--- config.mk ---
export PLATFORM = sky130hd
export DESIGN_NAME = wb_write_sequencer
export DESIGN_NICKNAME = d
export VERILOG_FILES = /design/src/rtl/wb_pkg.sv /design/src/rtl/wb_fifo.sv /design/src/rtl/wb_write_sequencer.sv
export SDC_FILE = /design/constraint.sdc
export NUM_CORES = 1
export LEC_CHECK = 0
export BUFFER_PORTS_ARGS = -buffer_cell sky130_fd_sc_hd__buf_2
export CORE_MARGIN = 8
export CORE_UTILIZATION = 25
export DETAILED_ROUTE_END_ITERATION = 6
export GPL_TIMING_DRIVEN = 0
export HOLD_SLACK_MARGIN = 0.15
export SLEW_MARGIN = 25
export SYNTH_ARGS = -nofsm -noshare
export SYNTH_HDL_FRONTEND = slang
export SYNTH_HIERARCHICAL = 1
export SYNTH_SLANG_ARGS = --single-unit
export TNS_END_PERCENT = 30
--- constraint.sdc ---
create_clock -name clk -period 5.55 [get_ports clk]
set_input_delay 0.8325 -clock clk [delete_from_list [all_inputs] [get_ports clk]]
set_output_delay 0.8325 -clock clk [all_outputs]
set_load 0.1 [all_outputs]
--- src/rtl/wb_pkg.sv ---
// Shared types and helpers for the writeback sequencer: register map, FSM states,
// the buffered entry layout and the forwarding match rules.
package wb_pkg;

  localparam int WB_ADDR_W = 4;
  localparam int WB_DATA_W = 16;

  localparam logic [WB_ADDR_W-1:0] REG_SP_ADDR    = 4'd8;
  localparam logic [WB_ADDR_W-1:0] REG_PC_ADDR    = 4'd9;
  localparam logic [WB_ADDR_W-1:0] REG_FLAGS_ADDR = 4'd10;

  typedef enum logic [1:0] {IDLE, WR_LO, WR_HI} wb_state_e;

  typedef struct packed {
    logic [WB_ADDR_W-1:0]   addr;
    logic [2*WB_DATA_W-1:0] data;
    logic                   wide;
  } wb_entry_t;

  function automatic logic is_wide_reg(input logic [WB_ADDR_W-1:0] a);
    return (a == REG_SP_ADDR) || (a == REG_PC_ADDR);
  endfunction

  // A narrow write to SP/PC only covers the low half, so it cannot answer a high-half read.
  function automatic logic entry_hits(input wb_entry_t e, input logic [WB_ADDR_W-1:0] a,
                                      input logic dirc);
    return (e.addr == a) && (e.wide || !dirc || !is_wide_reg(e.addr));
  endfunction

  function automatic logic [WB_DATA_W-1:0] entry_half(input wb_entry_t e, input logic dirc);
    return (e.wide && dirc) ? e.data[2*WB_DATA_W-1:WB_DATA_W] : e.data[WB_DATA_W-1:0];
  endfunction

endpackage

--- src/rtl/wb_fifo.sv ---
// Circular buffer of pending writeback entries; every slot is exposed in age order
// (index 0 = head/oldest) so the forwarding search can scan them. No internal overflow guard.
module wb_fifo
  import wb_pkg::*;
#(
  parameter int DEPTH = 2
) (
  input  logic                     clk,
  input  logic                     rst,
  input  logic                     push,
  input  wb_entry_t                push_entry,
  input  logic                     pop,
  output logic [$clog2(DEPTH):0]   count,
  output wb_entry_t                age_entry [DEPTH]
);

  localparam int PTR_W = $clog2(DEPTH);
  localparam int CNT_W = PTR_W + 1;

  wb_entry_t        mem_q [DEPTH];
  wb_entry_t        mem_d [DEPTH];
  logic [PTR_W-1:0] rd_ptr_q, rd_ptr_d;
  logic [PTR_W-1:0] wr_ptr_q, wr_ptr_d;
  logic [CNT_W-1:0] count_q, count_d;

  always_comb begin
    mem_d    = mem_q;
    rd_ptr_d = rd_ptr_q;
    wr_ptr_d = wr_ptr_q;
    if (push) begin
      mem_d[wr_ptr_q] = push_entry;
      wr_ptr_d        = wr_ptr_q + PTR_W'(1);
    end
    if (pop) begin
      rd_ptr_d = rd_ptr_q + PTR_W'(1);
    end
    count_d = count_q + CNT_W'(push) - CNT_W'(pop);
  end

  always_ff @(posedge clk) begin
    if (rst) begin
      mem_q    <= '{default: '0};
      rd_ptr_q <= '0;
      wr_ptr_q <= '0;
      count_q  <= '0;
    end else begin
      mem_q    <= mem_d;
      rd_ptr_q <= rd_ptr_d;
      wr_ptr_q <= wr_ptr_d;
      count_q  <= count_d;
    end
  end

  // Power-of-two depth lets the pointer sum wrap naturally.
  always_comb begin
    for (int i = 0; i < DEPTH; i++) begin
      age_entry[i] = mem_q[rd_ptr_q + PTR_W'(i)];
    end
  end

  assign count = count_q;

endmodule

--- src/rtl/wb_write_sequencer.sv ---
// Drains MEM/WB results into the register-file write port, one active-low strobe per cycle,
// splitting SP/PC 32-bit writes into low then high halves; in_ready is registered !full.
module wb_write_sequencer
  import wb_pkg::*;
#(
  parameter int DATA_W = 16,
  parameter int ADDR_W = 4,
  parameter int DEPTH  = 2
) (
  input  logic                clk,
  input  logic                rst,
  input  logic                in_valid,
  output logic                in_ready,
  input  logic [ADDR_W-1:0]   in_addr,
  input  logic [2*DATA_W-1:0] in_data,
  input  logic                in_wide,
  output logic                rf_write_enable,
  output logic [ADDR_W-1:0]   rf_write_addr,
  output logic [DATA_W-1:0]   rf_write_data,
  output logic                rf_dirc_byte,
  output logic                busy,
  input  logic [ADDR_W-1:0]   fwd_addr1,
  input  logic [ADDR_W-1:0]   fwd_addr2,
  input  logic                fwd_dirc,
  output logic                fwd_hit1,
  output logic                fwd_hit2,
  output logic [DATA_W-1:0]   fwd_data1,
  output logic [DATA_W-1:0]   fwd_data2
);

  localparam int CNT_W = $clog2(DEPTH) + 1;

  wb_state_e        state_q, state_d;
  wb_entry_t        pres_q, pres_d;
  logic             in_ready_q, in_ready_d;
  wb_entry_t        in_entry;
  logic             accept, fifo_push, fifo_pop;
  logic [CNT_W-1:0] fifo_count;
  wb_entry_t        fifo_age [DEPTH];

  wb_fifo #(.DEPTH(DEPTH)) u_fifo (
    .clk        (clk),
    .rst        (rst),
    .push       (fifo_push),
    .push_entry (in_entry),
    .pop        (fifo_pop),
    .count      (fifo_count),
    .age_entry  (fifo_age)
  );

  always_comb begin
    in_entry.addr = in_addr;
    in_entry.data = in_data;
    in_entry.wide = in_wide && is_wide_reg(in_addr);
    accept        = in_valid && in_ready_q;

    state_d   = IDLE;
    pres_d    = '0;
    fifo_push = accept;
    fifo_pop  = 1'b0;
    if (state_q == WR_LO && pres_q.wide) begin
      state_d = WR_HI;
      pres_d  = pres_q;
    end else if (fifo_count != '0) begin
      fifo_pop = 1'b1;
      state_d  = WR_LO;
      pres_d   = fifo_age[0];
    end else if (accept) begin
      // Empty and free: the incoming result skips the FIFO and strobes next cycle.
      fifo_push = 1'b0;
      state_d   = WR_LO;
      pres_d    = in_entry;
    end

    in_ready_d = (fifo_count + CNT_W'(fifo_push) - CNT_W'(fifo_pop)) != CNT_W'(DEPTH);
  end

  always_ff @(posedge clk) begin
    if (rst) begin
      state_q    <= IDLE;
      pres_q     <= '0;
      in_ready_q <= 1'b0;
    end else begin
      state_q    <= state_d;
      pres_q     <= pres_d;
      in_ready_q <= in_ready_d;
    end
  end

  assign in_ready = in_ready_q;
  assign busy     = (fifo_count != '0) || (state_q != IDLE);

  always_comb begin
    rf_write_enable = 1'b1;
    rf_write_addr   = '0;
    rf_write_data   = '0;
    rf_dirc_byte    = 1'b0;
    if (state_q != IDLE) begin
      rf_write_enable = 1'b0;
      rf_write_addr   = pres_q.addr;
      rf_write_data   = entry_half(pres_q, state_q == WR_HI);
      rf_dirc_byte    = (state_q == WR_HI) && (pres_q.addr >= REG_SP_ADDR) &&
                        (pres_q.addr < REG_FLAGS_ADDR);
    end
  end

  // Oldest first so that younger matches overwrite: presentation, then FIFO head to tail.
  always_comb begin
    fwd_hit1  = 1'b0;
    fwd_data1 = '0;
    fwd_hit2  = 1'b0;
    fwd_data2 = '0;
    if (state_q != IDLE) begin
      if (entry_hits(pres_q, fwd_addr1, fwd_dirc)) begin
        fwd_hit1  = 1'b1;
        fwd_data1 = entry_half(pres_q, fwd_dirc);
      end
      if (entry_hits(pres_q, fwd_addr2, fwd_dirc)) begin
        fwd_hit2  = 1'b1;
        fwd_data2 = entry_half(pres_q, fwd_dirc);
      end
    end
    for (int i = 0; i < DEPTH; i++) begin
      if (CNT_W'(i) < fifo_count) begin
        if (entry_hits(fifo_age[i], fwd_addr1, fwd_dirc)) begin
          fwd_hit1  = 1'b1;
          fwd_data1 = entry_half(fifo_age[i], fwd_dirc);
        end
        if (entry_hits(fifo_age[i], fwd_addr2, fwd_dirc)) begin
          fwd_hit2  = 1'b1;
          fwd_data2 = entry_half(fifo_age[i], fwd_dirc);
        end
      end
    end
  end

endmodule

==> flow_summary.ini <==
[floorplanning]
row_count = 63
die_height_um = 189
die_area_mm2 = 0.0358
ios = 107
floorplan.initialDensity = 0.254
core_mm2 = 0.0296
die_x_um = 189

[global_route]
first_global_vias = 7295
grt_pass1_wl_um = 45400
grt.total_usage = 0.165
overflow = 0
grt_max_degree = 17
antenna_found_initial = 4

[timing]
slew_headroom = 0.510
rsz0062_at_grt = no
hold_viol = 0
skew_ps = 4.19
min_period_over_period = 0.835
finalSetupTns_ps = 0
fin_crit_ps = 4630
worst_pin_slew_ps = 735
final_max_slew_viol_count = 0
fmax_mhz = 216
setup-violations-final = 0
holdWs_ps = 466

[place]
gp_congestion = 0.914
dpl.hpwl_um = 23700
portBuffers = 104

[synth]
yosysUniqueCellTypes = 38
synthTopCellsByArea = dfxtp_1 (32%), mux2_2 (18%), nand2_1 (9.6%), a21oi_1 (6.1%), a22oi_1 (3.8%)
synth-compound-area-share = 0.207
synth-xor-area-share = 0.0339
synth-edff-count = 0
synth_top_family_by_area = compound AO/OA/AOI/OAI gates
synth_top_area_frac = 0.315
yosys.area_share.simple = 0.194
yosys-mux-area-fraction = 0.183
syn_nets = 983
synthTopCellsByCount = nand2_1 (192), mux2_2 (122), dfxtp_1 (118)
syn_area_mm2 = 0.00749
yosys.area_share.adder = 0.00668
yosysMostFrequentCell = nand2_1
synth_cells = 930
async_reset_ff_frac = 0
avgSynthCellArea_um2 = 8.06
yosys_warnings = 6
ys_seq_elements = 118
synthFlopType = dfxtp_1
ys_seq_area_frac = 0.315
yosys.area.top_type = dfxtp_1

[outcome]
violations = DRC
status = complete, but fails checks

[worst_setup_path]
cp-startpoint = u_fifo/rd_ptr_q
crit_top_cell = buf_2
start_kind = register
cp.depth = 10
slowest_stage = buf_2
worst-r2r-cell-count = 8
worstPathMaxFanout = 10
end_kind = output port
cp.required_ps = 4720
arrival_ps = 3800
crit_chain = buf_2 -> buf_4 -> mux2_2 -> xnor2_1 -> and4_1 -> clkbuf_1 -> buf_2 -> nand3_1 -> a31oi_1 -> buf_2
slowest_delay_ps = 500
crit_buf_inv = 5
crit_path_end = fwd_data2[12]
critical_path.top_delay_family = buffers and inverters
crit_type = register to output port
reg2reg_to = u_fifo/mem_q[44]
rrSetupSlack_ps = 2660
timing.rr.start = state_q[1]

[clock_tree]
cts_buffer_depth = 2
ctsHtreeMaxLevel = 4
cts_resized = 0
clk_latency_ps = 430
path_clk_slew_ps = 50
tritoncts = built
ctsHoldBuffers = 0
cts-root-buf = clkbuf_16
numCtsBuffers = 17
cts_sinks = 118
post-cts-setup-buffers = 0

[detailed_routing]
via_per_inst = 5.22
drt_iter0_drc = 567
vias = 7606
routed_wl_um = 30100
drc = 1
postRouteAntennaNets = 0
dr.pass1.iters = 7
wire_per_inst_um = 20.7

[cells_and_area]
fin_nets = 1106
area_growth_pct = 21.8
drive_gt1_frac = 0.293

[flow_run]
drv_cap = 0

[power_and_ir_drop]
leakagePower_uw = 0.00345
worst_ir_drop_vdd_mv = 0.211
power_density_mw_per_mm2 = 383

[min_path]
hold_path_class = register to register
==> final cells by class <==
| cell class | instances | area [um^2] |
|---|---|---|
| multi-input cells | 721 | 4680 |
| plain buffers | 86 | 429 |
| fillers | 3136 | 20400 |
| clock inverters | 13 | 181 |
| well taps | 390 | 488 |
| inverters | 5 | 18.8 |
| repair buffers | 104 | 520 |
| diodes | 1 | 2.50 |
| flip-flops and latches | 118 | 2360 |
| clock buffers | 18 | 439 |
==> cell families (layout without fill, tap and decap cells) <==
logic type	Yosys count	in the layout
AO/OA/AOI/OAI	235	235
XOR/XNOR	29	29
adder cells (fa/ha/maj)	4	4
buffers and inverters	91	226
flip-flops	118	118
multiplexers	122	122
other	0	1
AND/OR/NAND/NOR	331	331
==> placed cells by master, fill, tap and decap left out, drive strengths merged, types with 2 or more instances in the layout <==
cell and n:
or2 3, a31oi 34, nand2 192, a21oi 92, nor3 32, buf 153
and4 2, inv 5, nand3b 2, nor4 2, clkbuf 55, nor2b 7
xor2 10, xnor2 19, o2111ai 32, nor2 47, a22oi 38, nand2b 2
a211oi 36, mux2 122, clkinvlp 2, ha 4, nand3 32, dfxtp 118
clkinv 7, nand4 4, and2 2, bufinv 4
==> power by group <==
part,leakage [uW],switching [uW],internal (uW),total [uW]
Sequential,0.000955,61.4,926,987
Clock,0.000302,416,758,1170
Combinational,0.00220,945,386,1330
==> sequential cells by signal, summed over array words and instances (netlist names) <==
register / cells
state_q: 2
in_ready: 1
u_fifo/wr_ptr_q: 1
u_fifo/count: 2
u_fifo/rd_ptr_q: 1
u_fifo/mem_q: 74
pres_q: 37
==> through the flow <==
step                 util  total power (uW)  std cells  worst slack, ps  area [um^2]
finish              0.309              3490       1456              917         9130
global route        0.309              3630       1455              761         9120
CTS                 0.309              3480       1455              972         9120
detailed placement  0.288              2310       1424             1430         8500
global placement    0.288              2290       1424             1430         8500
floorplan               -              1920        930             1180         7490
==> how the worst min path moves through the flow <==
stage          depth (start not counted)  slack [ps]               end        startpoint
2_1_floorplan                          2         440   u_fifo/mem_q[0]   u_fifo/mem_q[0]
3_3_place_gp                           2         450  u_fifo/mem_q[52]  u_fifo/mem_q[52]
3_5_place_dp                           2         460  u_fifo/mem_q[56]  u_fifo/mem_q[56]
4_1_cts                                2         460  u_fifo/mem_q[52]  u_fifo/mem_q[52]
5_1_grt                                2         480  u_fifo/mem_q[60]  u_fifo/mem_q[60]
6_report                               2         470  u_fifo/mem_q[56]  u_fifo/mem_q[56]
==> worst min-delay path, delay by kind of cell (launching register included) <==
family,cells,cell delay (ps)
AOI/OAI and AO/OA,1,50
and+or+nand+nor,1,50
DFF,1,310
==> per-layer routing <==
layer / global-route usage / wire (um)
met1: 0.206 / 12800
met4: 0.0731 / 1120
met2: 0.267 / 14000
met3: 0.0392 / 2210
met5: 0 / 34
Note: power is estimated with default switching activity, not from simulation.
